### src/rtl/hand_tracker.sv
// hand_tracker -- tracks one blackjack hand and classifies its outcome.
//
// Purpose:
//   Accepts cards one at a time, keeps the held ranks, the hard sum and an
//   ace flag, and reports the best blackjack total together with the hand
//   state (OPEN, STOOD, BUST, BLACKJACK, CHARLIE).
//
// Ports:
//   i_clk        single clock; all state updates on the rising edge
//   i_reset      synchronous active-high reset
//   i_add_valid  a card is offered this cycle
//   i_new_card   card rank (1 ace, 2-10 pip, 11-13 face; others invalid)
//   o_add_ready  hand accepts a card this cycle
//   i_stand      player stands (sampled every cycle)
//   o_cards      held ranks, slot 0 at the LSBs, unused slots 0
//   o_num_cards  number of held cards
//   o_total      best blackjack total
//   o_soft       o_total counts one ace as 11
//   o_state      OPEN=0, STOOD=1, BUST=2, BLACKJACK=3, CHARLIE=4
//   o_done       state is not OPEN
//   o_bad_card   one-cycle pulse after an invalid rank was accepted
//
// Build option:
//   HAND_TRACKER_CHARLIE_EN -- when defined, a full hand that is neither bust
//   nor blackjack ends in CHARLIE; otherwise it ends in STOOD.

module hand_tracker #(
  parameter int MAX_CARDS = 5,
  parameter int CARD_W    = 4,
  parameter int SUM_W     = 6
) (
  input  logic                          i_clk,
  input  logic                          i_reset,
  input  logic                          i_add_valid,
  input  logic [CARD_W-1:0]             i_new_card,
  output logic                          o_add_ready,
  input  logic                          i_stand,
  output logic [MAX_CARDS*CARD_W-1:0]   o_cards,
  output logic [$clog2(MAX_CARDS+1)-1:0] o_num_cards,
  output logic [SUM_W-1:0]              o_total,
  output logic                          o_soft,
  output logic [2:0]                    o_state,
  output logic                          o_done,
  output logic                          o_bad_card
);

  localparam int NUM_W = $clog2(MAX_CARDS + 1);

  typedef enum logic [2:0] {
    S_OPEN      = 3'd0,
    S_STOOD     = 3'd1,
    S_BUST      = 3'd2,
    S_BLACKJACK = 3'd3,
    S_CHARLIE   = 3'd4
  } state_e;

`ifdef HAND_TRACKER_CHARLIE_EN
  localparam state_e FULL_STATE = S_CHARLIE;
`else
  localparam state_e FULL_STATE = S_STOOD;
`endif

  state_e            state_q, state_d;
  logic [NUM_W-1:0]  num_q, num_d;
  logic [SUM_W-1:0]  hard_q, hard_d;
  logic [SUM_W-1:0]  total_q, total_d;
  logic              ace_q, ace_d;
  logic              soft_q, soft_d;
  logic              bad_q, bad_d;

  logic              accept;
  logic              card_ok;
  logic              add_good;
  logic [SUM_W-1:0]  card_val;

  assign o_add_ready = (state_q == S_OPEN) && (num_q < NUM_W'(MAX_CARDS));
  assign accept      = i_add_valid && o_add_ready;
  assign card_ok     = (i_new_card >= CARD_W'(1)) && (i_new_card <= CARD_W'(13));
  assign add_good    = accept && card_ok;

  // Face cards count 10; aces count 1 here and the +10 is decided on the total.
  always_comb begin
    card_val = '0;
    if (i_new_card >= CARD_W'(11)) begin
      card_val = SUM_W'(10);
    end else begin
      card_val = SUM_W'(i_new_card);
    end
  end

  always_comb begin
    state_d = state_q;
    num_d   = num_q;
    hard_d  = hard_q;
    ace_d   = ace_q;
    bad_d   = accept && !card_ok;

    if (add_good) begin
      num_d  = num_q + NUM_W'(1);
      hard_d = hard_q + card_val;
      ace_d  = ace_q | (i_new_card == CARD_W'(1));
    end

    // Only one ace can ever be promoted to 11 without busting.
    soft_d  = ace_d && ((hard_d + SUM_W'(10)) <= SUM_W'(21));
    total_d = soft_d ? (hard_d + SUM_W'(10)) : hard_d;

    if (state_q == S_OPEN) begin
      if (add_good) begin
        if (total_d > SUM_W'(21)) begin
          state_d = S_BUST;
        end else if ((total_d == SUM_W'(21)) && (num_d == NUM_W'(2))) begin
          state_d = S_BLACKJACK;
        end else if (num_d == NUM_W'(MAX_CARDS)) begin
          state_d = FULL_STATE;
        end else if (i_stand) begin
          state_d = S_STOOD;
        end
      end else if (i_stand) begin
        state_d = S_STOOD;
      end
    end
  end

  always_ff @(posedge i_clk) begin
    if (i_reset) begin
      state_q <= S_OPEN;
      num_q   <= '0;
      hard_q  <= '0;
      total_q <= '0;
      ace_q   <= 1'b0;
      soft_q  <= 1'b0;
      bad_q   <= 1'b0;
    end else begin
      state_q <= state_d;
      num_q   <= num_d;
      hard_q  <= hard_d;
      total_q <= total_d;
      ace_q   <= ace_d;
      soft_q  <= soft_d;
      bad_q   <= bad_d;
    end
  end

  // One register per slot; a slot loads when it is the next free one.
  for (genvar gi = 0; gi < MAX_CARDS; gi++) begin : g_slot
    logic [CARD_W-1:0] slot_q;
    always_ff @(posedge i_clk) begin
      if (i_reset) begin
        slot_q <= '0;
      end else if (add_good && (num_q == NUM_W'(gi))) begin
        slot_q <= i_new_card;
      end
    end
    assign o_cards[gi*CARD_W +: CARD_W] = slot_q;
  end

  assign o_num_cards = num_q;
  assign o_total     = total_q;
  assign o_soft      = soft_q;
  assign o_state     = state_q;
  assign o_done      = (state_q != S_OPEN);
  assign o_bad_card  = bad_q;

endmodule

### config.mk
export PLATFORM = sky130hd
export DESIGN_NAME = hand_tracker
export DESIGN_NICKNAME = d
export VERILOG_FILES = /design/src/rtl/hand_tracker.sv
export SDC_FILE = /design/constraint.sdc
export NUM_CORES = 1
export LEC_CHECK = 0
export ABC_AREA = 1
export CELL_PAD_IN_SITES_DETAIL_PLACEMENT = 1
export CELL_PAD_IN_SITES_GLOBAL_PLACEMENT = 1
export CORE_ASPECT_RATIO = 0.8
export CORE_UTILIZATION = 33
export DETAILED_ROUTE_END_ITERATION = 8
export PLACE_DENSITY_LB_ADDON = 0.08
export SYNTH_ARGS = -nofsm -noshare
export SYNTH_HDL_FRONTEND = slang
export SYNTH_SLANG_ARGS = --single-unit
### constraint.sdc
create_clock -name i_clk -period 3.4 [get_ports i_clk]
set_input_delay 0.51 -clock i_clk [delete_from_list [all_inputs] [get_ports i_clk]]
set_output_delay 0.51 -clock i_clk [all_outputs]
set_load 0.02 [all_outputs]
### After elaboration in Yosys (flattened, before gate mapping)

Index checks and enable logic that the tools add are counted.

* $add $sub $neg: 3
* order comparisons: 6
* equality and inequality tests: 8
* multiplexer cells: 10
* bitwise logic cells: 1
* reductions and logical operators: 16

Operators with widths (number)
* $mux 3: 6
* $logic_and 1x1->1: 12
* $mux 6: 2
* $eq 3x2->1 const B: 3
* $add 6x4->6 const B: 1
* $add 6x6->6: 1
* $eq 3x3->1 const B: 2
* $eq 6x5->1 const B: 1
* $gt 6x5->1 const B: 1
* $le 6x5->1 const B: 1
* $logic_not 3->1: 2
* $eq 4x1->1 const B: 1
* $ge 4x1->1 const B: 1
* $ge 4x4->1 const B: 1
* $le 4x4->1 const B: 1
* $mux 4: 1
* $add 3x1->3 const B: 1
* $eq 3x1->1 const B: 1
* $lt 3x3->1 const B: 1
* $reduce_bool 3->1: 1
* $logic_not 1->1: 1
* $mux 1: 1
* $or 1x1->1: 1

* register bits after elaboration: 41
* input port bits: 8
* output and inout bits: 36
* logic and storage cells: 56

### Longest topological paths before layout

* depth after elaboration: 14
* mapped depth: 27

### Worst setup path before layout

No wires, ideal clock.

* path kind: in2reg
* from: in i_new_card[0]
* to: reg state_q[1] (netlist: o_state[1])
* setup time: 0.128 ns
* data arrival time: 3.073 ns
* data required time: 3.272 ns
* slack: 0.199 ns
* cell stages on the path: 22
* buffers on the path: 0
* cells stage by stage: inv_1 -> a211oi_1 -> ha_1 -> inv_1 -> fa_1 -> xnor2_1 -> nand4_1 -> nand2_1 -> ha_1 -> nand3b_2 -> nand3_1 -> nand3_4 -> inv_1 -> nor2_2 -> nor2_1 -> nor2_2 -> nand3_1 -> nand2_1 -> nand2_1 -> nand2_1 -> nor2_1 -> nor2_1

* longest elaborated chain between the ends: 13
* elaborated cells on any way between the ends: 25
* those cells by class: add/sub: 2; order compare: 5; eq/ne: 4; mux: 9; bitwise: 1; reduce/logical: 4

RTL lines
* from (decl): RTL line 35 `input logic [CARD_W-1:0] i_new_card,`
* $ge 4x4->1, or another cell as far along: RTL line 84 `if (i_new_card >= CARD_W'(11)) begin`
* $mux 4 or $logic_and 1x1->1 (tied branches): RTL line 84, 78
* $add 6x6->6 or $logic_and 1x1->1 (tied branches): RTL line 100, 79
* $mux 6 *: RTL line 98 `if (add_good) begin`
* via hard_d[2]: RTL line 65 `logic [SUM_W-1:0] hard_q, hard_d;`
* $add 6x4->6: RTL line 105, 106
* $le 6x5->1: RTL line 105 `soft_d = ace_d && ((hard_d + SUM_W'(10)) <= SUM_W'(21));`
* $logic_and 1x1->1: RTL line 105
* $mux 6 *: RTL line 106 `total_d = soft_d ? (hard_d + SUM_W'(10)) : hard_d;`
* branches (longest 3 deep; another with $gt 6x5->1)
* $mux 3 *: RTL line 110 `if (total_d > SUM_W'(21)) begin`
* $mux 3 *: RTL line 109 `if (add_good) begin`
* to (signal assigned): RTL line 135 `state_q <= state_d;`
* to (decl): RTL line 63 `state_e state_q, state_d;`

Mark *: on every way through the listed nets, which the timed path passes.
A chain may end at the register's enable or synchronous reset.

### Final worst setup path

* from: in i_new_card[2]
* to: reg state_q[0] (netlist: o_state[0])

Same word-level chain as after synthesis.

==> impl_metrics.py <==
metrics = {
    "setup_path": {
        "slowest_stage": "fa_2",
        "max_stage_delay_ns": 0.52,
        "r2r_end": "o_state[0]",
        "crit_arrival_ns": 3.42,
        "start_kind": "input port",
        "cpMostUsedCell": "nand2_2",
        "r2r-start": "hard_q[0]",
        "critPathMaxFanout": 5,
        "path_class": "in -> reg",
        "rr_worst_depth": 21,
        "critPathBufInv": 5,
        "cp-end-kind": "register",
        "reg2reg_slack_ns": 0.53,
        "critPathRequiredTime_ns": 3.62,
        "cp_top_family": "simple AND/OR/NAND/NOR gates",
    },
    "logic_synthesis": {
        "netlist_top_cells_count": "nand2_1, nor2_1, dfxtp_1, inv_1, nand3_1",
        "synth_edf_count": 0,
        "synth-seq-cells": 40,
        "synth_warnings": 0,
        "ys_top_cells_by_area": "dfxtp_1, nand2_1, nor2_1",
        "synth_most_common_cell": "nand2_1",
        "syn_avg_cell_area_um2": 7.26,
        "ys_seq_area_frac": 0.364,
        "synth_top_area_cell": "dfxtp_1",
        "synthFlopType": "dfxtp_1",
        "synth_cells": 303,
        "synth_area_um2": 2200,
        "async_reset_ff_frac": 0,
        "yosysTopAreaCellShare": 0.364,
        "synth_cell_types": 29,
        "syn_nets": 322,
    },
    "cts": {
        "cts_tree": "done",
        "cts_sinks": 40,
        "clockRootBuffer": "clkbuf_8",
        "hold_buffers": 0,
        "clkTransAtPathRegs_ns": 0.08,
        "clk_latency_ns": 0.30,
        "cts_buffer_depth": 2,
        "h-tree-depth": 2,
        "cts_buffers": 5,
    },
    "sta": {
        "finalSetupTns_ns": 0,
        "tightestPinTransition_ns": 0.515,
        "rsz0062_at_grt": "no",
        "fmax_ghz": 0.313,
        "maxSlewHeadroom": 0.653,
        "min_period_ns": 3.19,
        "fin_hold_ws_ns": 0.496,
        "final-setup-viol-count": 0,
        "final_hold_viol_count": 0,
        "period_share": 0.940,
        "worst_clock_skew_ns": 0.0135,
        "slew_violations": 0,
        "worst_slack_ns": 0.205,
    },
    "grt": {
        "grt_max_degree": 41,
        "antenna_found_initial": 0,
        "grt_pass1_wl_um": 10200,
        "overflow": 0,
        "grt_pass1_vias": 2125,
        "grt.total_usage": 0.191,
    },
    "finish": {
        "final_util": 0.502,
        "post-route-cell-area_um2": 3220,
        "drive_above_1_share": 0.269,
        "layout.cells.non_filler": 471,
        "area_growth_pct": 46.1,
        "antenna_cells": 0,
        "fin_nets": 405,
    },
    "drt": {
        "wl_per_cell_um": 13.4,
        "vias_per_cell": 4.73,
        "via_count": 2226,
        "wl_um": 6330,
        "postRouteAntennaNets": 0,
        "dr.first_iter.drc_count": 44,
        "drt_pass1_iterations": 4,
        "drc_errors": 0,
    },
    "floorplan": {
        "coreArea_um2": 6410,
        "io_pins": 44,
        "die_h_um": 75.0,
        "fp-row-count": 26,
        "start_util": 0.343,
        "die_w_um": 93.3,
        "die_area_um2": 7000,
    },
    "hold_path": {
        "hold_depth": 2,
        "hold_path_class": "reg -> reg",
        "min_to": "g_slot[2].slot_q[0]",
        "hold_path_startpoint": "g_slot[2].slot_q[0]",
    },
    "run_status": {
        "outcome": "complete, no violations",
    },
    "run": {
        "maxCapViolCount": 0,
    },
    "power_and_ir_drop": {
        "total_power_mw": 1.77,
        "powerDensity_nw_per_um2": 551,
        "ir_drop_uv": 284,
        "p_leak_nw": 1.45,
    },
    "placement": {
        "place_area_um2": 2920,
        "dpl.hpwl_um": 4660,
        "gp_congestion": 0.827,
        "pre_cts_ws_ns": -0.496,
        "port_buffers": 43,
        "dp_cells": 453,
    },
}
tightest hold or removal path: stages, from the launching register on:
cell	delay, ns
dfxtp_1	0.31
nor2_1	0.10
a211oi_1	0.05
layout make-up:
cell class | count | area (µm²)
fill | 814 | 3190
multi-input combinational | 211 | 1320
sequential | 40 | 801
timing repair buffer | 84 | 731
inverter | 44 | 168
tap | 84 | 105
clock buffer | 6 | 82.6
clock inverter | 2 | 10.0
registers in the layout, indices dropped and copies added, names as in the netlist:
name	cells
hard_q	6
o_total	5
o_bad_card	1
o_soft	1
g_slot.slot_q	20
o_state	3
ace_q	1
o_num_cards	3
power breakdown:
group | internal [mW] | switching [mW] | total (mW)
registers | 0.522 | 0.0385 | 0.560
clock network | 0.162 | 0.173 | 0.336
logic | 0.390 | 0.486 | 0.876
per-layer routing:
layer	part of all wire	GRT usage	up-vias
met3	0.031	0.0414	4
li1	-	-	1135
met1	0.51	0.258	1051
met2	0.45	0.308	36
met5	0	0	-
met4	0.0076	0.0581	0
logic make-up (layout without fill, tap and decap cells):
family | Yosys count | count (layout) | synth area share
and+or+nand+nor | 167 | 167 | 0.365
DFF | 40 | 40 | 0.364
adders and majority gates | 11 | 11 | 0.0659
xor gates and xnor gates | 2 | 2 | 0.00796
buffers and inverters | 52 | 136 | 0.0966
AOI/OAI and AO/OA | 31 | 31 | 0.101
placed cells by master, fill, tap and decap left out, types with 2 or more instances in the layout:
cell	count
dlygate4sd2_1	2
clkinv_2	2
nand2_1	48
buf_4	41
nor3_1	5
nand3_2	5
o21ai_0	4
inv_1	36
nor2_2	4
ha_1	8
dfxtp_1	40
nand3_4	4
nor2_4	3
nand3_1	20
nor2_1	51
inv_2	7
nand4_1	2
nand2_2	13
a211oi_1	20
nand2_4	9
clkdlybuf4s50_1	39
a21oi_1	5
clkbuf_8	6
worst max path at each step:
stage,slack (ns),endpoint,startpoint,cells past startpoint
CTS,0.02,o_state[1],i_new_card[3],26
global route,0.01,o_state[0],i_new_card[2],25
floorplan,0.20,o_state[1],i_new_card[0],22
finish,0.21,o_state[0],i_new_card[2],25
detailed placement,-0.50,o_state[1],i_new_card[3],24
global placement,-0.48,o_state[1],i_new_card[0],23
what timing repair did:
item	in CTS	in global routing
pin swaps	13	20
setup endpoints to repair	2	2
buffers inserted	7	3
gates resized for setup	22	21
(Power assumes the default switching activity.)
